<file path="src/rtl/clk_freq_mon.sv">
// Clock-frequency monitor: counts synchronized rising edges of the returned pad
// clock over a fixed int_clk window and grades each window against bounds.
module clk_freq_mon #(
    parameter int WIN_CYC = 256,
    parameter int EXP_LO  = 31,
    parameter int EXP_HI  = 33,
    parameter int LOCK_N  = 2,
    parameter int CNT_W   = 8
) (
    input  logic             int_clk,
    input  logic             rst,
    input  logic             en,
    input  logic             mon_clk_i,
    input  logic             clr_fault,
    output logic [CNT_W-1:0] meas_cnt,
    output logic             meas_valid,
    output logic             in_range,
    output logic             locked,
    output logic             fault
);

    localparam int WCW = (WIN_CYC > 1) ? $clog2(WIN_CYC) : 1;
    localparam int LKW = $clog2(LOCK_N + 1);

    localparam logic [WCW-1:0]   WIN_LAST  = WCW'(WIN_CYC - 1);
    localparam logic [CNT_W-1:0] CNT_MAX   = '1;
    localparam logic [CNT_W-1:0] BOUND_LO  = CNT_W'(EXP_LO);
    localparam logic [CNT_W-1:0] BOUND_HI  = CNT_W'(EXP_HI);
    localparam logic [LKW-1:0]   LOCK_FULL = LKW'(LOCK_N);

    typedef enum logic [1:0] {
        IDLE    = 2'd0,
        SETTLE  = 2'd1,
        MEASURE = 2'd2
    } state_t;

    state_t           state, state_nxt;
    logic [2:0]       mon_pipe;
    logic             edge_det;
    logic [1:0]       settle_cnt;
    logic [WCW-1:0]   win_cnt;
    logic [CNT_W-1:0] edge_cnt;
    logic [CNT_W-1:0] cnt_final;
    logic [LKW-1:0]   lock_cnt;
    logic             win_close;
    logic             win_ok;

    // [0],[1] form the synchronizer; [2] is the previous synchronized level.
    always_ff @(posedge int_clk) begin
        if (rst) mon_pipe <= '0;
        else     mon_pipe <= {mon_pipe[1:0], mon_clk_i};
    end

    assign edge_det = mon_pipe[1] & ~mon_pipe[2];

    always_ff @(posedge int_clk) begin
        if (rst) state <= IDLE;
        else     state <= state_nxt;
    end

    always_comb begin
        state_nxt = state;
        if (!en) begin
            state_nxt = IDLE;
        end else begin
            unique case (state)
                IDLE:    state_nxt = SETTLE;
                SETTLE:  if (settle_cnt == 2'd3) state_nxt = MEASURE;
                MEASURE: state_nxt = MEASURE;
                default: state_nxt = IDLE;
            endcase
        end
    end

    // The edge seen on the closing cycle is folded into the result of that window.
    assign cnt_final = (edge_det && (edge_cnt != CNT_MAX)) ? edge_cnt + CNT_W'(1) : edge_cnt;
    assign win_close = en && (state == MEASURE) && (win_cnt == WIN_LAST);
    assign win_ok    = (cnt_final >= BOUND_LO) && (cnt_final <= BOUND_HI);

    always_ff @(posedge int_clk) begin
        if (rst || !en) begin
            settle_cnt <= '0;
            win_cnt    <= '0;
            edge_cnt   <= '0;
        end else begin
            unique case (state)
                SETTLE: begin
                    settle_cnt <= settle_cnt + 2'd1;
                    win_cnt    <= '0;
                    edge_cnt   <= '0;
                end
                MEASURE: begin
                    settle_cnt <= '0;
                    if (win_cnt == WIN_LAST) begin
                        win_cnt  <= '0;
                        edge_cnt <= '0;
                    end else begin
                        win_cnt  <= win_cnt + WCW'(1);
                        edge_cnt <= cnt_final;
                    end
                end
                default: begin
                    settle_cnt <= '0;
                    win_cnt    <= '0;
                    edge_cnt   <= '0;
                end
            endcase
        end
    end

    always_ff @(posedge int_clk) begin
        if (rst) begin
            meas_cnt   <= '0;
            meas_valid <= 1'b0;
            in_range   <= 1'b0;
            lock_cnt   <= '0;
            fault      <= 1'b0;
        end else begin
            meas_valid <= win_close;
            if (win_close) begin
                meas_cnt <= cnt_final;
                in_range <= win_ok;
                if (!win_ok)                     lock_cnt <= '0;
                else if (lock_cnt != LOCK_FULL)  lock_cnt <= lock_cnt + LKW'(1);
            end else if (!en) begin
                lock_cnt <= '0;
            end
            // A bad window outranks a coincident clear.
            if (win_close && !win_ok) fault <= 1'b1;
            else if (clr_fault)       fault <= 1'b0;
        end
    end

    assign locked = (lock_cnt == LOCK_FULL);

endmodule

</file>
<file path="config.mk">
export PLATFORM = sky130hd
export DESIGN_NAME = clk_freq_mon
export DESIGN_NICKNAME = d
export VERILOG_FILES = /design/src/rtl/clk_freq_mon.sv
export SDC_FILE = /design/constraint.sdc
export NUM_CORES = 1
export LEC_CHECK = 0
export ABC_AREA = 1
export CORE_UTILIZATION = 55
export DETAILED_ROUTE_END_ITERATION = 8
export PLACE_DENSITY_LB_ADDON = 0.12
export SETUP_SLACK_MARGIN = 0.15
export SKIP_CTS_REPAIR_TIMING = 1
export SLEW_MARGIN = 15
export SYNTH_ARGS = -nofsm -noshare
export SYNTH_HDL_FRONTEND = slang
export SYNTH_SLANG_ARGS = --single-unit
</file>
<file path="constraint.sdc">
create_clock -name int_clk -period 2.3 [get_ports int_clk]
set_input_delay 0.23 -clock int_clk [delete_from_list [all_inputs] [get_ports int_clk]]
set_output_delay 0.23 -clock int_clk [all_outputs]
set_load 0.02 [all_outputs]
</file>
# Word-level counts from Yosys, hierarchy flattened
# Index checks and enable logic that the tools add are counted.
dict set report op_classes {
  div_mod_pow 0
  n_reduce_logical 14
  addsub 4
  n_bitwise 5
  muxes 9
  n_lt_le_gt_ge 2
  shift 0
  mul 0
  eq_ne 10
}
# operator count
set ops {}
lappend ops {{adder 8 x 1 -> 8 bit (second input constant)} 2}
lappend ops {{two-way mux 2 bit} 5}
lappend ops {{== test 8 bit (second input constant)} 1}
lappend ops {{greater-or-equal comparator 8 x 5 -> 1 bit (second input constant)} 1}
lappend ops {{less-or-equal comparator 8 x 6 -> 1 bit (second input constant)} 1}
lappend ops {{two-way mux 8 bit} 1}
lappend ops {{!= test 8 bit (second input constant)} 1}
lappend ops {{== test 2 bit (second input constant)} 3}
lappend ops {{case mux 2 bit (3 select lines)} 1}
lappend ops {{logical AND 1 bit} 5}
lappend ops {{adder 2 x 1 -> 2 bit (second input constant)} 2}
lappend ops {{!= test 2 bit (second input constant)} 2}
lappend ops {{NOT 1 bit} 4}
lappend ops {{OR reduction 2 bit} 2}
lappend ops {{!= test 3 x 2 -> 1 bit (second input constant)} 1}
lappend ops {{OR reduction 3 bit} 1}
lappend ops {{== test 2 x 1 -> 1 bit (second input constant)} 1}
lappend ops {{logical NOT 1 bit} 2}
lappend ops {{logical NOT 2 bit} 1}
lappend ops {{two-way mux 1 bit} 2}
lappend ops {{!= test 2 x 1 -> 1 bit (second input constant)} 1}
lappend ops {{AND reduction 2 bit} 1}
lappend ops {{nonzero test 2 bit} 1}
lappend ops {{bitwise AND 1 bit} 1}
lappend ops {{logical OR 1 bit} 1}
dict set report totals {
  out_inout_bits 12
  romBits 0
  latchBits 0
  ram_bits 0
  mem_count 0
  word_cells 54
  regBits 36
  in_bits 5
}

# Logic depth before layout (Yosys ltp)
# Gate-level depths: netlist of the first run.
dict set report depth {
  ltp_word 9
  depth_mapped 14
  mapped_depth_nobuf 14
}

# Least setup slack after synthesis of the first run
# No wires, ideal clock.
dict set report synth_timing {
  path_type {reg2reg}
  from {register edge_cnt[0]}
  to {register lock_cnt[0]}
  setup_ns 0.115
  arrival_ns 1.665
  path_buffers 0
  required_ns 2.185
  period_less_slack_ns 1.780
  path_stages_with_launch 13
  setup_slack_ns 0.520
  cell_sequence {dfxtp_1 -> ha_1 -> nand2_2 -> nor2_4 -> nand2_4 -> nand2_4 -> nand2_1 -> nand2_1 -> nand3_1 -> o21bai_2 -> nand4_2 -> a21oi_1 -> nor2_1}
}
dict set report synth_via {
  elab_chain_cells 7
  word_cells_on_any_way 11
  classes_between {add/sub: 1; order compare: 2; eq/ne: 2; mux: 3; reduce/logical: 3}
}
# element line_no
set synth_lines {}
lappend synth_lines {{start, declared} 42} ;# logic [CNT_W-1:0] edge_cnt;
lappend synth_lines {{start signal, assigned} 99} ;# edge_cnt <= cnt_final;
lappend synth_lines {{branches (longest 2 deep; another with adder 8 x 1 -> 8 bit)} -}
lappend synth_lines {{two-way mux 8 bit *} 76} ;# assign cnt_final = (edge_det && (edge_cnt != CNT_MAX)) ? edge_cnt + CNT_W'(1) : edge_cnt;
lappend synth_lines {{greater-or-equal comparator 8 x 5 -> 1 bit / less-or-equal comparator 8 x 6 -> 1 bit (equally long branches)} 78} ;# assign win_ok = (cnt_final >= BOUND_LO) && (cnt_final <= BOUND_HI);
lappend synth_lines {{logical AND 1 bit *} 78}
lappend synth_lines {{!= test 3 x 2 -> 1 bit (no line) / two-way mux 2 bit (equally long branches)} -}
lappend synth_lines {{AND reduction 2 bit (no line) / two-way mux 2 bit (equally long branches)} -}
lappend synth_lines {{end signal, assigned} 124} ;# else if (lock_cnt != LOCK_FULL) lock_cnt <= lock_cnt + LKW'(1);
lappend synth_lines {{end, declared} 44} ;# logic [LKW-1:0] lock_cnt;
# Mark *: on every way between the ends.
# A chain may end at the register's enable or synchronous reset.

# Final worst setup path of the first run
dict set report layout_timing {
  from {register edge_cnt[1]}
  to {register lock_cnt[1]}
}
# Same word-level chain as after synthesis.

==> Flow_metrics.wiki, run 1 <==
{| class="wikitable"
! Metric !! Value
|-
| Portion of total power attributed to combinational logic || 5.3%
|-
| Final critical path time including I/O delays and setup || 1.969 ns
|-
| Seq pwr share || 65.2%
|-
| Syn_area_per_cell || 7.775 um2
|-
| Global-route wire length before repair || 5.457 mm
|-
| Largest net degree at the start of global routing || 15
|-
| R2R setup slack || 0.33 ns
|-
| Depth of the worst register-to-register path || 12
|-
| PnR Total Power || 0.0009708 W
|-
| Boundary pin count || 17
|-
| Critical path peak fanout || 9
|-
| Vias in the first global route || 1292
|-
| Root Buffer Master || sky130_fd_sc_hd__clkbuf_4
|-
| Mean number of vias per cell || 5.244
|-
| Top Family by Delay on Critical Path || simple AND/OR/NAND/NOR gates
|-
| Clock network fraction of total power || 29.5%
|-
| Placeable core area || 2853 um2
|-
| Slowest cell on crit path || sky130_fd_sc_hd__dfxtp_1
|-
| Total via count after detailed routing || 1421
|-
| Final Max Tran Viols || 0
|-
| Gate count after technology mapping || 220
|-
| Worst min path class || reg -> reg
|-
| Post-Synthesis Cell Area || 1710 um2
|-
| RR Startpoint || edge_cnt[1]
|-
| Buffering stage count on the worst path with inverters included || 0
|-
| HPWL after detailed placement || 2.481 mm
|-
| Antenna Nets Post-Route || 0
|-
| Reg clk slew, reported paths || 0.10 ns
|-
| Syn Nets || 232
|-
| Initial antenna violation count || 0
|-
| Number of cells on the worst hold path || 2
|-
| Cell Pwr Density || 496.7 nW/um2
|-
| Global placer's final weighted congestion || 0.8936
|-
| Clock tree skew after final layout || 0.008233 ns
|-
| Proportion of register bits with asynchronous set or reset after synthesis || 0%
|-
| P_leak || 0.8526 nW
|-
| Port Buffers || 16
|-
| Post-Route WL || 3.200 mm
|-
| Setup crit start kind || flop
|-
| Post-synthesis cell type count || 34
|-
| Cell taking the most area after synthesis || sky130_fd_sc_hd__dfxtp_1
|-
| Violation count after the first detailed-routing iteration || 81
|-
| Largest vdd supply drop || 0.4061 mV
|-
| Hold endpoint || mon_pipe[1]
|-
| Stage delay of the slowest cell on the critical path || 0.37 ns
|-
| Post-synth top cells || 36 x sky130_fd_sc_hd__dfxtp_1, 36 x sky130_fd_sc_hd__inv_1, 34 x sky130_fd_sc_hd__nand2_1
|-
| RSZ-0062 raised after global routing || no
|-
| Outcome || finished clean
|-
| Number of clock sinks || 36
|-
| Worst-skew pair later-pin latency || 0.33 ns
|-
| Yosys warns || 0
|-
| CP cell instances || ha_2, nand2_2, nor2_4, nand2_4, nand3_1, nand2_1, nand2_1, nand3_1, a21oi_2, nand4_2, a21oi_1, nor2_1
|-
| Proportion of layout cells with a drive suffix above 1 || 14.58%
|-
| Clock buffers created by TritonCTS || 5
|-
| Switching share of power || 22.47%
|-
| Reported net switching power || 0.0002181 W
|-
| Critical path data required time || 2.53 ns
|-
| Maximum clock frequency || 0.5078 GHz
|-
| Chip width || 57.77 um
|-
| Number of flops mapped to enable cells by yosys || 0
|-
| Post-synthesis sequential area ratio || 42.14%
|-
| Crit path arrival time || 2.20 ns
|-
| Vert. Die Dim || 57.77 um
|-
| H-tree Lvls || 2
|-
| End of the worst register-to-register path || lock_cnt[1]
|-
| Final hold violation count || 0
|-
| Std-Cell Rows || 19
|-
| Die area || 3337 um2
|-
| Setup TNS || 0 ns
|-
| Number of max-cap violations || 0
|-
| Area growth syn-to-layout || 14.26%
|-
| Number of detailed-routing iterations run before antenna repair || 4
|-
| Cell internal pwr || 0.0007526 W
|-
| Crit share post-route || 85.62%
|-
| Clock Path Buffers || 2
|-
| Worst Max-Slew Pin Slew || 0.3344 ns
|-
| # nets final || 254
|-
| Total global routing track utilization || 21.65%
|-
| Final number of setup-violating endpoints || 0
|-
| TritonCTS clock tree || yes
|-
| Flip-flop and latch count after synthesis || 36
|-
| Type of the setup path with the least slack || reg -> reg
|-
| Leftover overflow at the end of global routing || 0
|-
| Detailed-route wire length per cell || 11.81 um
|-
| Yosys top cell area share || 42.14%
|-
| Hold wc startpoint || mon_pipe[0]
|-
| Number of stages on the worst setup path || 12
|-
| Largest cells by area after synthesis || sky130_fd_sc_hd__dfxtp_1 42%, sky130_fd_sc_hd__inv_1 7.9%, sky130_fd_sc_hd__nand2_1 7.5%
|-
| Capturing element type of the critical path || flop
|-
| Number of diodes || 0
|-
| # fillers || 246
|-
| Most used flip-flop cell after synthesis || sky130_fd_sc_hd__dfxtp_1
|-
| Initial core utilization || 59.96%
|-
| Remaining DRCs || 0
|-
| Worst rel slew slack || 77.64%
|}
-- per-layer routing --
metal | part of all wire (%) | up-vias | global-route usage (%)
met5 | 0 | - | 0
met4 | 1.6 | 0 | 7.483
met3 | 6.0 | 9 | 6.250
met2 | 47 | 38 | 35.71
met1 | 45 | 628 | 27.27
li1 | - | 746 | -
-- power groups by stage --
stage          Clock, W  Combinational [W]  Sequential, W
4_1_cts        0.000295          0.0000516       0.000633
5_1_grt        0.000319          0.0000586       0.000634
2_1_floorplan         0          0.0000345       0.000647
3_5_place_dp          0          0.0000515       0.000648
3_3_place_gp          0          0.0000482       0.000648
6_report       0.000286          0.0000513       0.000633
-- worst max path at each step --
stage	from	endpoint
2_1_floorplan	edge_cnt[0]	lock_cnt[0]
3_3_place_gp	edge_cnt[0]	lock_cnt[1]
3_5_place_dp	edge_cnt[0]	lock_cnt[0]
4_1_cts	edge_cnt[0]	lock_cnt[0]
5_1_grt	edge_cnt[1]	lock_cnt[1]
6_report	edge_cnt[1]	lock_cnt[1]
-- cell usage in the layout, fill, tap and decap left out --
cell type and instances:
sky130_fd_sc_hd__a21oi_1 12, sky130_fd_sc_hd__a21oi_2 1, sky130_fd_sc_hd__and3_1 2, sky130_fd_sc_hd__buf_4 4, sky130_fd_sc_hd__clkbuf_4 5, sky130_fd_sc_hd__clkdlybuf4s50_1 16, sky130_fd_sc_hd__dfxtp_1 35, sky130_fd_sc_hd__dfxtp_2 1
sky130_fd_sc_hd__ha_1 6, sky130_fd_sc_hd__ha_2 1, sky130_fd_sc_hd__inv_1 36, sky130_fd_sc_hd__inv_2 2, sky130_fd_sc_hd__inv_4 1, sky130_fd_sc_hd__nand2_1 34, sky130_fd_sc_hd__nand2_2 7, sky130_fd_sc_hd__nand2_4 2
sky130_fd_sc_hd__nand3_1 16, sky130_fd_sc_hd__nand3_2 2, sky130_fd_sc_hd__nand3b_1 1, sky130_fd_sc_hd__nand4_1 6, sky130_fd_sc_hd__nand4_2 1, sky130_fd_sc_hd__nor2_1 21, sky130_fd_sc_hd__nor2_2 3, sky130_fd_sc_hd__nor2_4 2
sky130_fd_sc_hd__nor3_1 2, sky130_fd_sc_hd__nor3_4 1, sky130_fd_sc_hd__nor3b_1 2, sky130_fd_sc_hd__nor4_1 1, sky130_fd_sc_hd__o211ai_1 8, sky130_fd_sc_hd__o21ai_0 3, sky130_fd_sc_hd__o21ai_1 1, sky130_fd_sc_hd__o21ai_2 1
sky130_fd_sc_hd__o21bai_2 1, sky130_fd_sc_hd__xnor2_1 1, sky130_fd_sc_hd__xor2_1 2
-- layout make-up --
class | count | area, um2 | area share (%)
clock buffers | 5 | 37.54 | 1.921
inverters | 39 | 148.9 | 7.618
multi-input cells | 140 | 817.0 | 41.81
flip-flops and latches | 36 | 721.9 | 36.94
well taps | 31 | 38.79 | 1.985
repair buffers | 20 | 190.2 | 9.731
-- worst register-to-register path: cells and delay by family (launching register included) --
kind / cells / cell delay [ns]
AOI/OAI and AO/OA: 2 / 0.36
adders and majority gates: 1 / 0.22
DFF: 1 / 0.37
and+or+nand+nor: 9 / 0.93
-- cells by family after synthesis --
kind of cell,after synthesis,synth area share (%)
adders and majority gates,7,5.120
xor gates and xnor gates,3,1.536
DFF,36,42.14
buffers and inverters,44,10.53
AOI/OAI and AO/OA,27,9.876
and+or+nand+nor,103,30.80
-- stage by stage --
step / hold WS (ns) / utilization [%] / area (um2) / std cells / setup slack [ns]
floorplan: 0.3370 / - / 1710 / 220 / 0.5205
global placement: 0.3891 / 66.89 / 1908 / 266 / 0.4232
global route: 0.4178 / 68.51 / 1954 / 271 / 0.1607
CTS: 0.4082 / 68.20 / 1946 / 271 / 0.3013
detailed placement: 0.3949 / 66.89 / 1908 / 266 / 0.3220
finish: 0.4067 / 68.51 / 1954 / 271 / 0.3307
-- flip-flops by register name, indices dropped and copies added, names as in the netlist, 2 cells and up --
signal and flops:
settle_cnt 2, meas_cnt 8, lock_cnt 2, mon_pipe 3, win_cnt 8, edge_cnt 8
state 2
No activity file was read; power rests on OpenSTA's default activity.
==> run 2, diff against run 1 <==
- CORE_UTILIZATION: 55 -> 58
- clock period: 2.3 -> 2.5 ns (I/O delays scaled with it)
==> run 2 against run 1 <==
Effect of this change:
- sequential cell count stayed put
- non-clock buffer count fell by 2
- highest routed layer unchanged
- utilization increased by 1.7 points
- critical path type unchanged
- combinational power fell by 11%
==> Flow_metrics.wiki, run 2 (synthesis results as in run 1) <==
{| class="wikitable"
! Metric !! Value
|-
| Outcome || finished clean
|-
| Critical path peak fanout || 14 (+5)
|-
| Reg clk slew, reported paths || 0.10 ns (about the same)
|-
| Largest net degree at the start of global routing || 17 (+2)
|-
| Final critical path time including I/O delays and setup || 2.107 ns (+0.1379 ns)
|-
| Mean number of vias per cell || 5.276 (+0.61%)
|-
| Clock tree skew after final layout || 0.01890 ns (+0.01067 ns)
|-
| Area growth syn-to-layout || 14.12%
|-
| Die area || 3170 um2 (-5.0%)
|-
| Antenna Nets Post-Route || 0 (unchanged)
|-
| Non-filler cells, final || 272 (+0.37%)
|-
| Number of diodes || 0 (unchanged)
|-
| Slowest cell on crit path || sky130_fd_sc_hd__dfxtp_1
|-
| Vert. Die Dim || 56.31 um (-2.5%)
|-
| Vias in the first global route || 1355 (+4.9%)
|-
| Total global routing track utilization || 23.79% (+2.1 points)
|-
| Initial core utilization || 61.49% (+1.5 points)
|-
| Clock buffers created by TritonCTS || 5 (unchanged)
|-
| Cell Pwr Density || 490.7 nW/um2 (-1.2%)
|-
| Global placer's final weighted congestion || 0.8673 (-2.9%)
|-
| Worst min path class || reg -> reg
|-
| Number of detailed-routing iterations run before antenna repair || 4 (unchanged)
|-
| CP cell instances || ha_1, nand2_1, nor2_2, inv_2, nor2_4, and3_1, nand2_2, nor3_4, buf_4, nand3_1, o211ai_1, inv_1
|-
| Boundary pin count || 17 (unchanged)
|-
| Global-route wire length before repair || 5.761 mm (+5.6%)
|-
| Post-Place Worst Slack || 0.4242 ns (+0.1022 ns)
|-
| RSZ-0062 raised after global routing || no
|-
| HPWL after detailed placement || 2.452 mm (-1.2%)
|-
| Crit path arrival time || 2.34 ns (+0.14 ns)
|-
| Multi-input gate area in the final layout || 809.5 um2 (-0.92%)
|-
| Std-Cell Rows || 19 (unchanged)
|-
| Proportion of layout cells with a drive suffix above 1 || 12.86% (-1.7 points)
|-
| Port Buffers || 16 (unchanged)
|-
| Worst rel slew slack || 59.20% (-18 points)
|-
| Final number of setup-violating endpoints || 0 (unchanged)
|-
| PnR worst setup slack || 0.3928 ns (+0.06209 ns)
|-
| Setup TNS || 0 ns (unchanged)
|-
| Worst-skew pair later-pin latency || 0.35 ns (+0.02 ns)
|-
| P_leak || 0.8755 nW (+2.7%)
|-
| Critical path data required time || 2.74 ns (+0.21 ns)
|-
| Number of max-cap violations || 0 (unchanged)
|-
| Violation count after the first detailed-routing iteration || 55 (-32%)
|-
| Number of clock sinks || 36 (unchanged)
|-
| Chip width || 56.31 um (-2.5%)
|-
| Final hold violation count || 0 (unchanged)
|-
| Total via count after detailed routing || 1435 (+0.99%)
|-
| Flip-flop and latch area || 720.7 um2 (-0.17%)
|-
| Maximum clock frequency || 0.4746 GHz (-6.5%)
|-
| H-tree Lvls || 2 (unchanged)
|-
| Worst Max-Slew Pin Slew || 0.6103 ns (+0.2759 ns)
|-
| Leading registers by flop count || edge_cnt (8), meas_cnt (8), win_cnt (8)
|-
| Placeable core area || 2781 um2 (-2.5%)
|-
| Initial antenna violation count || 0 (unchanged)
|-
| TritonCTS clock tree || yes
|-
| Root Buffer Master || sky130_fd_sc_hd__clkbuf_4
|-
| Type of the setup path with the least slack || reg -> reg
|-
| Remaining DRCs || 0 (unchanged)
|-
| Capturing element type of the critical path || flop
|-
| Largest vdd supply drop || 0.4430 mV (+9.1%)
|-
| Final Max Tran Viols || 0 (unchanged)
|-
| # nets final || 252 (-0.79%)
|-
| Stage delay of the slowest cell on the critical path || 0.38 ns (about the same)
|-
| Clock Path Buffers || 2 (unchanged)
|-
| Leftover overflow at the end of global routing || 0 (unchanged)
|-
| # fillers || 227 (-7.7%)
|-
| Crit share post-route || 84.29% (-1.3 points)
|-
| Setup crit start kind || flop
|-
| Leading cell types in the layout, fill and taps excluded || 36 x sky130_fd_sc_hd__inv_1, 36 x sky130_fd_sc_hd__dfxtp_1, 34 x sky130_fd_sc_hd__nand2_1
|-
| Detailed-route wire length per cell || 11.99 um (+1.6%)
|-
| Post-Route WL || 3.262 mm (+1.9%)
|-
| Placed cells || 264 (-0.75%)
|}
-- run 2: worst max-delay path: cells and delay by family, from the launching register on --
family                   cells  cell delay, ns
adder cells (fa/ha/maj)      1            0.18
AND/OR/NAND/NOR              7            0.96
buffers and inverters        3            0.40
flip-flops                   1            0.38
AO/OA/AOI/OAI                1            0.10
-- run 2: layer usage --
metal	part of all wire (%)	global-route usage, %
met2	48	39.80
met3	4.4	5.760
met4	1.9	11.85
met5	0	0
met1	46	28.47
-- run 2: path summary, 6_finish.rpt --
path | startpoint | end | slack (ns) | depth (start not counted)
worst min-delay path | mon_pipe[0] | mon_pipe[1] | 0.41 | 2
worst max register to register | win_cnt[0] | meas_cnt[2] | 0.39 | 12
worst max-delay path | win_cnt[0] | meas_cnt[2] | 0.39 | 12
worst min register to register | mon_pipe[0] | mon_pipe[1] | 0.41 | 2
-- run 2: layout make-up --
type,count,share of cell area [%]
Sequential cell,36,36.92
Clock buffer,8,3.013
Tap cell,31,1.987
Multi-Input combinational cell,140,41.47
Timing Repair Buffer,18,8.974
Inverter,39,7.628
-- run 2: where the power goes --
| part | leakage [nW] | internal (W) | switching [W] |
|---|---|---|---|
| sequential | 0.291 | 0.000580 | 0.00000338 |
| clock | 0.0326 | 0.000139 | 0.000190 |
| combinational | 0.552 | 0.0000183 | 0.0000273 |
-- run 2: per-stage QoR --
stage               power [W]  hold WS, ns  util (%)  instance area [um2]
global route        0.0009880       0.4456     70.18                 1952
detailed placement  0.0006423       0.3941     68.06                 1893
finish              0.0009578       0.4101     70.18                 1952
global placement    0.0006402       0.3984     68.06                 1893
floorplan           0.0006272       0.3570         -                 1710
CTS                 0.0009673       0.4081     70.18                 1952
